### src/rtl/multicycle_alu.sv
// Multi-cycle ALU: single-cycle logic/arithmetic ops plus a 32-step
// unsigned shift-add multiplier producing a 64-bit {hi, result} product.
module multicycle_alu (
    input  logic        clk,
    input  logic        reset,
    input  logic        start,
    input  logic [2:0]  op,
    input  logic [31:0] a,
    input  logic [31:0] b,
    output logic        busy,
    output logic        done,
    output logic [31:0] result,
    output logic [31:0] hi,
    output logic        zero,
    output logic        ovf
);

    localparam int unsigned WIDTH  = 32;
    localparam int unsigned CNT_W  = 5;
    localparam logic [CNT_W-1:0] LAST_STEP = CNT_W'(WIDTH - 1);

    localparam logic [2:0] OP_AND   = 3'b000;
    localparam logic [2:0] OP_OR    = 3'b001;
    localparam logic [2:0] OP_XOR   = 3'b010;
    localparam logic [2:0] OP_ADD   = 3'b011;
    localparam logic [2:0] OP_SUB   = 3'b100;
    localparam logic [2:0] OP_SLT   = 3'b101;
    localparam logic [2:0] OP_MULTU = 3'b110;

    typedef enum logic [1:0] {IDLE, MUL, DONE} state_t;

    state_t               state;
    state_t               state_next;
    logic [2*WIDTH-1:0]   acc;
    logic [2*WIDTH-1:0]   mcand;
    logic [WIDTH-1:0]     mplier;
    logic [CNT_W-1:0]     cnt;

    logic                 accept_c;
    logic                 mul_last_c;
    logic [WIDTH-1:0]     sum_c;
    logic [WIDTH-1:0]     diff_c;
    logic [WIDTH-1:0]     alu_res_c;
    logic                 alu_ovf_c;
    logic [2*WIDTH-1:0]   acc_step_c;

    // Single-cycle datapath and one shift-add step of the multiplier
    always_comb begin
        sum_c      = a + b;
        diff_c     = a - b;
        alu_res_c  = '0;
        alu_ovf_c  = 1'b0;
        acc_step_c = mplier[0] ? (acc + mcand) : acc;
        case (op)
            OP_AND: alu_res_c = a & b;
            OP_OR:  alu_res_c = a | b;
            OP_XOR: alu_res_c = a ^ b;
            OP_ADD: begin
                alu_res_c = sum_c;
                alu_ovf_c = (a[WIDTH-1] == b[WIDTH-1]) && (sum_c[WIDTH-1] != a[WIDTH-1]);
            end
            OP_SUB: begin
                alu_res_c = diff_c;
                alu_ovf_c = (a[WIDTH-1] != b[WIDTH-1]) && (diff_c[WIDTH-1] != a[WIDTH-1]);
            end
            OP_SLT: alu_res_c = WIDTH'($signed(a) < $signed(b));
            default: begin
                alu_res_c = '0;
                alu_ovf_c = 1'b0;
            end
        endcase
    end

    // Next-state logic
    always_comb begin
        state_next = state;
        accept_c   = 1'b0;
        mul_last_c = 1'b0;
        case (state)
            IDLE: begin
                if (start) begin
                    accept_c   = 1'b1;
                    state_next = (op == OP_MULTU) ? MUL : DONE;
                end
            end
            MUL: begin
                if (cnt == LAST_STEP) begin
                    mul_last_c = 1'b1;
                    state_next = DONE;
                end
            end
            DONE:    state_next = IDLE;
            default: state_next = IDLE;
        endcase
    end

    // State register
    always_ff @(posedge clk or posedge reset) begin
        if (reset) state <= IDLE;
        else       state <= state_next;
    end

    // Status flags registered from the next state so they track it exactly
    always_ff @(posedge clk or posedge reset) begin
        if (reset) begin
            busy <= 1'b0;
            done <= 1'b0;
        end else begin
            busy <= (state_next != IDLE);
            done <= (state_next == DONE);
        end
    end

    // Multiplier working registers; operands latched at accept
    always_ff @(posedge clk or posedge reset) begin
        if (reset) begin
            acc    <= '0;
            mcand  <= '0;
            mplier <= '0;
            cnt    <= '0;
        end else if (accept_c && (op == OP_MULTU)) begin
            acc    <= '0;
            mcand  <= {{WIDTH{1'b0}}, a};
            mplier <= b;
            cnt    <= '0;
        end else if (state == MUL) begin
            acc    <= acc_step_c;
            mcand  <= mcand << 1;
            mplier <= mplier >> 1;
            if (!mul_last_c) cnt <= cnt + CNT_W'(1);
        end
    end

    // Architectural outputs; updated only when an op completes
    always_ff @(posedge clk or posedge reset) begin
        if (reset) begin
            result <= '0;
            hi     <= '0;
            ovf    <= 1'b0;
            zero   <= 1'b1;
        end else if (accept_c && (op != OP_MULTU)) begin
            result <= alu_res_c;
            ovf    <= alu_ovf_c;
            zero   <= (alu_res_c == '0);
        end else if (mul_last_c) begin
            result <= acc_step_c[WIDTH-1:0];
            hi     <= acc_step_c[2*WIDTH-1:WIDTH];
            ovf    <= 1'b0;
            zero   <= (acc_step_c[WIDTH-1:0] == '0);
        end
    end

endmodule
### config.mk
export PLATFORM = sky130hd
export DESIGN_NAME = multicycle_alu
export DESIGN_NICKNAME = d
export VERILOG_FILES = /design/src/rtl/multicycle_alu.sv
export SDC_FILE = /design/constraint.sdc
export NUM_CORES = 1
export LEC_CHECK = 0
export BUFFER_PORTS_ARGS = -buffer_cell sky130_fd_sc_hd__buf_2
export CORE_UTILIZATION = 25
export CTS_CLUSTER_SIZE = 10
export DETAILED_ROUTE_END_ITERATION = 6
export GPL_TIMING_DRIVEN = 0
export PLACE_DENSITY_LB_ADDON = 0.08
export SLEW_MARGIN = 40
export SYNTH_ARGS = -nofsm -noshare
export SYNTH_HDL_FRONTEND = slang
export SYNTH_SLANG_ARGS = --single-unit
### constraint.sdc
create_clock -name clk -period 8.3 [get_ports clk]
set_clock_uncertainty 0.15 [all_clocks]
set_input_delay 0 -clock clk [delete_from_list [all_inputs] [get_ports clk]]
set_output_delay 0 -clock clk [all_outputs]
set_load 0.05 [all_outputs]
* After elaboration in Yosys (flattened, before gate mapping)
Index checks and enable logic that the tools add are counted.
** Word-level totals
- Word-level logic and storage cells :: 74
- Output and inout port bits :: 68
- Bits of input ports :: 70
- Bits in registers :: 235
** Cells by class
- Equal/unequal tests :: 15
- $add $sub $neg :: 4
- Reduce and logical (&&, ||, !) cells :: 13
- Bitwise operators :: 4
- Muxes and demuxes :: 26
- Magnitude comparators :: 1
** Operators with widths (number)
- 64-bit two-way mux :: 5
- 32-bit one-hot mux with 6 select lines :: 1
- 32-bit two-way mux :: 4
- 64-bit adder :: 1
- 32-bit logical NOT :: 2
- 32-bit adder :: 1
- 32-bit AND :: 1
- 32-bit < comparator :: 1
- 32-bit bitwise OR :: 1
- 32-bit subtractor :: 1
- 32-bit XOR :: 1
- 5-bit two-way mux :: 3
- 3-bit equality test (second input constant) :: 3
- 1-bit two-way mux :: 8
- 3-bit by 2-bit equality test with 1-bit output (second input constant) :: 2
- 2-bit two-way mux :: 3
- 2-bit nonzero test :: 3
- 5-bit by 1-bit adder with 5-bit output (second input constant) :: 1
- 5-bit equality test (second input constant) :: 1
- 1-bit logical AND :: 4
- 2-bit one-hot mux with 2 select lines :: 1
- 2-bit AND reduction :: 2
- 3-bit by 1-bit equality test with 1-bit output (second input constant) :: 1
- 3-bit logical NOT :: 1
- other kinds (9) :: 11

* Depth between registers and ports, before layout
Gate-level depths: netlist (run 1).
- Depth after elaboration :: 6
- Gate-level depth with buffers :: 15

* Worst setup path after synthesis (run 1)
Ideal clock, no wire load.
- Path kind :: register -> register
- Start point :: reg acc[0]
- End point :: reg hi[28]
- Library setup time :: 0.125 ns
- Required time :: 8.025 ns
- Data arrival time :: 3.229 ns
- Slack :: 4.796 ns
- Stages on the path, launching flop included :: 14
- Buffers on the path :: 0
- Cells stage by stage :: dfrtp_1 -> ha_1 -> fa_1 -> a21o_1 -> and4_1 -> o211ai_2 -> a2111oi_1 -> a211oi_2 -> a311oi_1 -> o31ai_1 -> o41ai_2 -> xnor2_1 -> o21ai_1 -> mux2_2
** On the way
- Word-level cells in the longest chain between the ends :: 2
** RTL lines
- start: declaration :: line 34 : logic [2*WIDTH-1:0] acc;
- start signal: assignment :: line 127 : acc <= acc_step_c;
- 64-bit adder :: line 53 : acc_step_c = mplier[0] ? (acc + mcand) : acc;
- 64-bit two-way mux :: line 53
- end signal: assignment :: line 147 : hi <= acc_step_c[2*WIDTH-1:WIDTH];
- end: declaration :: line 13 : output logic [31:0] hi,
No other way between the ends.
A chain may end at the register's enable or synchronous reset.

* Worst setup path in the final report (run 1)
Ends and elaborated chain as after synthesis.

==> out/qor.csv, run 1 <==
stage,metric,value,unit
routing,drt pass-1 iters,7,
layout,layout net count,2955,
layout,Finished Layout Cells,3783,
routing,via count,20010,
layout,Reg area,5882,sq um
routing,via/cell ratio,5.291,
synthesis,"EDFF count, synth",0,
clock_tree,Worst-Skew Late Latency,570,ps
placement,input/output buffers,136,
grt,first-pass GRT wire length,134100,um
routing,drt drc,9,
clock_tree,clock sinks,235,
placement,Final Wtd Congestion,0.8798,
grt,GRT overflow,0,
sta,f_max,0.2171,GHz
synthesis,Post-synth top cells,"nand2_1 (375), dfrtp_1 (234), o21ai_0 (210), a21oi_1 (196), ha_1 (164)",
sta,final setup vio count,0,
clock_tree,Clock transition at path regs,50,ps
synthesis,"area leader, netlist",dfrtp_1,
grt,largest net degree at the start of global routing,66,
setup_path,buffer and inverter count on the worst path,0,
sta,worst-margin pin slew,900.6,ps
hold_path,hold crit path type,in -> reg,
setup_path,Crit-path slowest cell,o31ai_1,
pwr,Max IR drop VDD,176.1,uV
grt,vias in the first global route,20020,
synthesis,total number of yosys warnings,0,
clock_tree,Post-CTS Setup Repair Bufs,0,
layout,layout cells sized above 1,9.996,%
setup_path,"Arr. time, crit path",4900,ps
floorplanning,Ports,138,
clock_tree,clk buf depth,3,
sta,Fin. Hold Viols,0,
clock_tree,Root Driver,clkbuf_16,
synthesis,Yosys top cell area share,29.95,%
grt,gr usage total,22.75,%
setup_path,CP Capture Type,flop,
layout,area of the multi-input gates,12620,sq um
clock_tree,TritonCTS clock tree,built,
setup_path,worst-path cell chain,ha_1 -> fa_1 -> a21o_1 -> and4_1 -> o211ai_2 -> a2111oi_1 -> a211oi_2 -> a311oi_1 -> o31ai_1 -> o41ai_2 -> xnor2_1 -> o21ai_1 -> mux2_2,
routing,Initial DRC Count,1549,
setup_path,crit path max fanout,5,
clock_tree,CTS buffer count,35,
synthesis,Synth cell types,93,
sta,Slew headroom,39.96,%
routing,routed len/inst,23.95,um
flow_run,maxcap violations,0,
sta,minimum clock period,4606,ps
pwr,PD cells,307.6,nW/um^2
sta,TNS Setup,0,ps
routing,WL final,90590,um
floorplanning,core area,77470,sq um
sta,fin. max-slew vios,0,
synthesis,synthesized flop and latch total,235,
outcome,failing checks,DRC,
placement,placed cells,3653,
placement,dpl hpwl,70630,um
synthesis,Synth Instances,2473,
setup_path,CP peak stage delay,730,ps
grt,initial antenna violation count,2,
placement,cell area after placement,21690,sq um
synthesis,syn_area_per_cell,7.905,sq um
floorplanning,cell row count,102,
floorplanning,Die H,281.6,um
setup_path,Crit Path Class,reg -> reg,
synthesis,ys flop type,dfrtp_1,
layout,Area Growth Syn to Fin,20.52,%
synthesis,most frequent cell after synthesis,nand2_1,
synthesis,largest cells by area after synthesis,"dfrtp_1 (30%), ha_1 (10%), nand2_1 (7.2%)",
synthesis,Syn Nets,2710,
setup_path,cell family with most CP delay,compound AO/OA/AOI/OAI gates,
sta,RSZ-0062 raised after global routing,no,
floorplanning,initial core utilization,25.24,%
sta,final cycle utilization of the critical path,55.49,%
setup_path,CP Launch Type,flop,
setup_path,Worst EP required,8600,ps
routing,post-route ant nets,0,
floorplanning,Total Die Area,79320,sq um
floorplanning,Die W,281.6,um
outcome,status,finished with violations,
pwr,Lkg Pwr,10.56,nW
synthesis,asr flop ratio synth,100.0,%
synthesis,sequential share of the synthesized area,30.09,%
layout,Finished Cell Area,23560,sq um
layout,filler instances,8385,
synthesis,Synth Cell Area,19550,sq um
clock_tree,H-tree depth,2,
## metrics by stage
stage          setup slack (ps)  utilization, %  hold WS [ps]  total power [mW]
2_1_floorplan              1705               -        -25.01             4.411
6_report                   3694           30.41         79.51             7.248
3_3_place_gp              -2189           27.79         109.4             5.595
3_5_place_dp               3595           28.00        -84.88             5.630
4_1_cts                    3536           30.39         47.96             7.301
5_1_grt                    3454           30.41         105.4             7.769
## layout make-up
class | count | share of cell area (%)
inverters | 131 | 2.119
diodes | 2 | 0.02124
plain buffers | 152 | 2.618
multi-input cells | 1955 | 53.57
flip-flops and latches | 235 | 24.96
clock buffers | 45 | 4.052
clock inverters | 15 | 0.9665
well taps | 1040 | 5.523
repair buffers | 208 | 6.171
## worst paths after layout
path / cells after the start / start / slack [ps] / end
max in group asynchronous: 6 / reset / 6450 / state[1]
worst min register to register: 2 / hi[9] / 320 / hi[9]
min in group asynchronous: 4 / reset / 450 / mcand[27]
worst max-delay path: 13 / acc[0] / 3690 / hi[28]
worst max register to register: 13 / acc[0] / 3690 / hi[28]
worst min-delay path: 4 / b[14] / 80 / mplier[14]
## tightest hold or removal path: cells and delay by family
family	cells	cell delay, ps
buffers and inverters	2	630
and+or+nand+nor	1	50
AOI/OAI and AO/OA	1	60
## routing by layer
metal	up-vias	routed length [um]	share of wire (%)	GRT usage, %
li1	9519	-	-	-
met1	9863	40440	45	29.46
met2	493	43950	49	39.45
met3	137	3505	3.9	2.560
met4	2	2678	3.0	6.828
met5	-	13	0.014	0
## state kept, by name (all words and copies together), names as in the netlist
register  count
zero          1
result       32
mplier       32
ovf           1
done          1
mcand        64
acc          64
hi           32
busy          1
state         2
cnt           5
## placed cells by master (no fill, tap or decap), types with 36 or more instances in the layout
| master | synthesis | final |
|---|---|---|
| a21o_1 | 51 | 51 |
| a21oi_1 | 196 | 195 |
| a22oi_1 | 76 | 76 |
| buf_2 | 13 | 152 |
| clkbuf_1 | 118 | 112 |
| clkbuf_16 | 0 | 36 |
| dfrtp_1 | 234 | 234 |
| dlygate4sd3_1 | 0 | 67 |
| ha_1 | 164 | 164 |
| inv_1 | 129 | 128 |
| mux2i_1 | 50 | 50 |
| nand2_1 | 375 | 375 |
| nand3_1 | 103 | 103 |
| nor2_1 | 143 | 137 |
| o21ai_0 | 210 | 210 |
| xnor2_1 | 39 | 39 |
## report_power, final
| group | leakage (nW) | internal, mW | switching, mW | total [mW] |
|---|---|---|---|---|
| logic | 7.01 | 1.17 | 2.45 | 3.63 |
| clock network | 0.573 | 0.970 | 0.628 | 1.60 |
| registers | 2.97 | 1.60 | 0.423 | 2.02 |
## repair_timing
action                                  CTS  global route
gates resized for setup                   0             0
endpoints found under the setup margin    0             0
hold endpoints to repair                246             0
hold buffers                             67             0
## cells by family (layout without fill, tap and decap cells)
family	after synthesis	count (layout)	synth area share [%]
AOI/OAI and AO/OA	851	851	28.62
other	0	2	0
buffers and inverters	283	551	5.568
and+or+nand+nor	824	824	19.39
DFF	235	235	30.09
adders and majority gates	167	167	10.80
muxes	57	57	3.021
xor gates and xnor gates	56	56	2.509
No activity file was read; power rests on OpenSTA's default activity.
==> run 2: changes to the inputs <==
ABC_AREA = 1   (was default)
clock period = 4.6 ns   (was 8.3 ns; I/O delays follow)
==> run 2 against run 1 <==
Synthesized cell count up 34%; largest power group unchanged; clock power up 45%; routed wire length up 16%; setup slack worse by 2900 ps; via count up 15%; total power up 79%; the run still ends with DRC left; register-to-register slack worse by 2900 ps; synthesized area up 7.5%; global-route usage up 1.4 points; sequential power up 75%; sequential share of layout area down 1.5 points; critical path type unchanged; worst hold slack worse by 51 ps.
==> out/qor.csv, run 2 <==
stage,metric,value,unit,change
placement,dpl hpwl,88410,um,+25%
synthesis,syn_area_per_cell,6.331,sq um,-20%
grt,gr usage total,24.17,%,+1.4 points
routing,drt drc,11,,+2
layout,layout net count,3808,,+29%
layout,Area Growth Syn to Fin,19.09,%,
clock_tree,TritonCTS clock tree,built,,
sta,TNS Setup,0,ps,unchanged
clock_tree,Worst-Skew Late Latency,620,ps,+50 ps
floorplanning,core area,82640,sq um,+6.7%
synthesis,"area leader, netlist",dfrtp_1,,
floorplanning,Ports,138,,unchanged
clock_tree,clk buf depth,3,,unchanged
hold_path,hold crit path type,in -> reg,,
placement,placed cells,4539,,+24%
clock_tree,H-tree depth,1,,-1
clock_tree,clock sinks,235,,unchanged
outcome,status,finished with violations,,
clock_tree,Post-CTS Setup Repair Bufs,0,,unchanged
routing,drt pass-1 iters,7,,unchanged
sta,f_max,0.2640,GHz,+22%
pwr,Max IR drop VDD,331.4,uV,+88%
sta,fin. max-slew vios,0,,unchanged
floorplanning,Die W,291.9,um,+3.6%
floorplanning,Die H,291.9,um,+3.6%
synthesis,Post-synth top cells,"nand2_1 (974), inv_1 (481), nor2_1 (310), nand3_1 (301), dfrtp_1 (234)",,
synthesis,Synth Cell Area,21010,sq um,+7.5%
flow_run,maxcap violations,0,,unchanged
routing,via/cell ratio,4.945,,-6.5%
grt,first-pass GRT wire length,152200,um,+14%
sta,final cycle utilization of the critical path,82.36,%,+27 points
synthesis,"EDFF count, synth",0,,unchanged
layout,"commonest non-fill, non-tap cell in the layout",nand2_1,,
pwr,Lkg Pwr,12.56,nW,+19%
clock_tree,Clock transition at path regs,60,ps,about the same
sta,final setup vio count,0,,unchanged
setup_path,crit path max fanout,10,,+5
synthesis,Syn Nets,3556,,+31%
pwr,PD cells,517.9,nW/um^2,+68%
outcome,failing checks,DRC,,
setup_path,CP Capture Type,flop,,
setup_path,"Arr. time, crit path",4120,ps,-780 ps
layout,"commonest cells after routing, fill and taps aside","nand2_1 (974), inv_1 (480), nor2_1 (308)",,
routing,Initial DRC Count,1608,,+3.8%
layout,Largest regs,"acc: 64 flops, mcand: 64 flops",,
grt,vias in the first global route,22960,,+15%
setup_path,CP Launch Type,flop,,
synthesis,most frequent cell after synthesis,nand2_1,,
pwr,Combinational Power Share,54.9,%,+4.9 points
sta,worst-margin pin slew,860.9,ps,-39.66 ps
floorplanning,cell row count,105,,+2.9%
synthesis,largest cells by area after synthesis,"dfrtp_1 (28%), nand2_1 (17%), ha_1 (9.8%)",,
hold_path,Hold Path Depth,6,,+2
synthesis,synthesized flop and latch total,235,,unchanged
pwr,switching share of power,51.75,%,+3.4 points
grt,largest net degree at the start of global routing,24,,-64%
layout,Finished Layout Cells,4661,,+23%
floorplanning,Total Die Area,85210,sq um,+7.4%
floorplanning,initial core utilization,25.43,%,+0.19 points
synthesis,Yosys top cell area share,27.87,%,-2.1 points
placement,input/output buffers,137,,+0.74%
clock_tree,CTS buffer count,30,,-14%
synthesis,Synth Instances,3319,,+34%
routing,WL final,104800,um,+16%
synthesis,ys flop type,dfrtp_1,,
layout,layout cells sized above 1,8.299,%,-1.7 points
sta,RSZ-0062 raised after global routing,no,,
setup_path,R2R cell count,10,,-3
routing,via count,23050,,+15%
grt,initial antenna violation count,2,,unchanged
synthesis,Synth cell types,46,,-51%
sta,Fin. Hold Viols,0,,unchanged
clock_tree,Root Driver,clkbuf_16,,
placement,Final Wtd Congestion,0.9736,,+11%
synthesis,total number of yosys warnings,0,,unchanged
layout,filler instances,9290,,+11%
sta,PnR worst setup slack,811.6,ps,-2883 ps
setup_path,Worst EP required,4930,ps,-3670 ps
routing,routed len/inst,22.48,um,-6.1%
pwr,Net Switching,6.706,mW,+91%
pwr,sequential group share of total power,27.2,%,-0.7 points
layout,final core occ,30.28,%,-0.13 points
synthesis,sequential share of the synthesized area,27.99,%,-2.1 points
routing,post-route ant nets,0,,unchanged
grt,GRT overflow,0,,unchanged
pwr,share of power burned in the clock network,17.9,%,-4.1 points
setup_path,Crit Path Class,reg -> reg,,
pwr,internal power,6.253,mW,+67%
sta,Slew headroom,42.61,%,+2.6 points
sta,minimum clock period,3788,ps,-817.2 ps
placement,Setup WS pre-CTS,863.8,ps,-2731 ps
synthesis,asr flop ratio synth,100.0,%,unchanged
layout,ant diodes,0,,-2
[run 2: per-layer routing]
metal,vias to the layer above,track usage (%),part of all wire (%),wire (um)
li1,11390,-,-,-
met4,2,7.689,3.3,3502
met1,10970,32.99,47,49230
met2,559,40.42,46,48340
met3,132,1.636,3.5,3671
met5,-,0,0.012,13
[run 2: what timing repair did]
| item | in CTS | in global routing |
|---|---|---|
| endpoints found under the hold margin | 232 | 0 |
| hold buffers | 70 | 0 |
| resized for setup | 0 | 0 |
| endpoints found under the setup margin | 0 | 0 |
[run 2: cell type report]
| cell class | count | area, sq um | share of cell area (%) |
|---|---|---|---|
| clock inverter | 4 | 72.57 | 0.2900 |
| timing repair buffer | 220 | 1702 | 6.800 |
| inverter | 498 | 1873 | 7.485 |
| buffer | 105 | 455.4 | 1.820 |
| tap | 1070 | 1339 | 5.350 |
| multi-input combinational | 2481 | 12830 | 51.28 |
| sequential | 235 | 5882 | 23.51 |
| clock buffer | 48 | 868.3 | 3.470 |
[run 2: worst max-delay path, cell delays in order (launching register included)]
cell and delay (ps):
dfrtp_1 400, ha_1 220, inv_1 70, nor3_1 50, ha_1 200, nand2_1 510, clkinv_1 590, nor2_2 690
buf_2 530, nand2_1 120, o221ai_1 100
[run 2: final timing paths]
check	end	from	slack, ps
min in group asynchronous	acc[40]	reset	360
max reg2reg	result[0]	cnt[0]	810
min reg2reg	hi[9]	hi[9]	320
max in group asynchronous	mcand[2]	reset	2960
max	result[0]	cnt[0]	810
min	result[8]	op[2]	30
[run 2: cells by family after synthesis]
kind of cell	synth area share, %
simple gates	33.83
xor+xnor	0.4168
fa+ha+maj	10.05
flops	27.99
compound gates	16.72
buf+inv	10.99
[run 2: power groups by stage]
stage | Clock [mW] | Sequential (mW) | Combinational [mW]
after detailed placement | 0 | 3.54 | 7.02
after global placement | 0 | 3.55 | 7.01
final | 2.32 | 3.53 | 7.11
after CTS | 2.38 | 3.52 | 7.10
after global routing | 2.44 | 3.62 | 7.91
after floorplan | 0 | 3.82 | 4.20
[run 2: per-stage QoR]
step | power (mW) | instance area [sq um] | hold slack, ps
2_1_floorplan | 8.016 | 21020 | -21.89
5_1_grt | 13.97 | 25020 | 55.97
3_5_place_dp | 10.56 | 23380 | -129.4
6_report | 12.96 | 25020 | 28.42
4_1_cts | 12.99 | 25020 | 6.123
3_3_place_gp | 10.57 | 23040 | 144.9
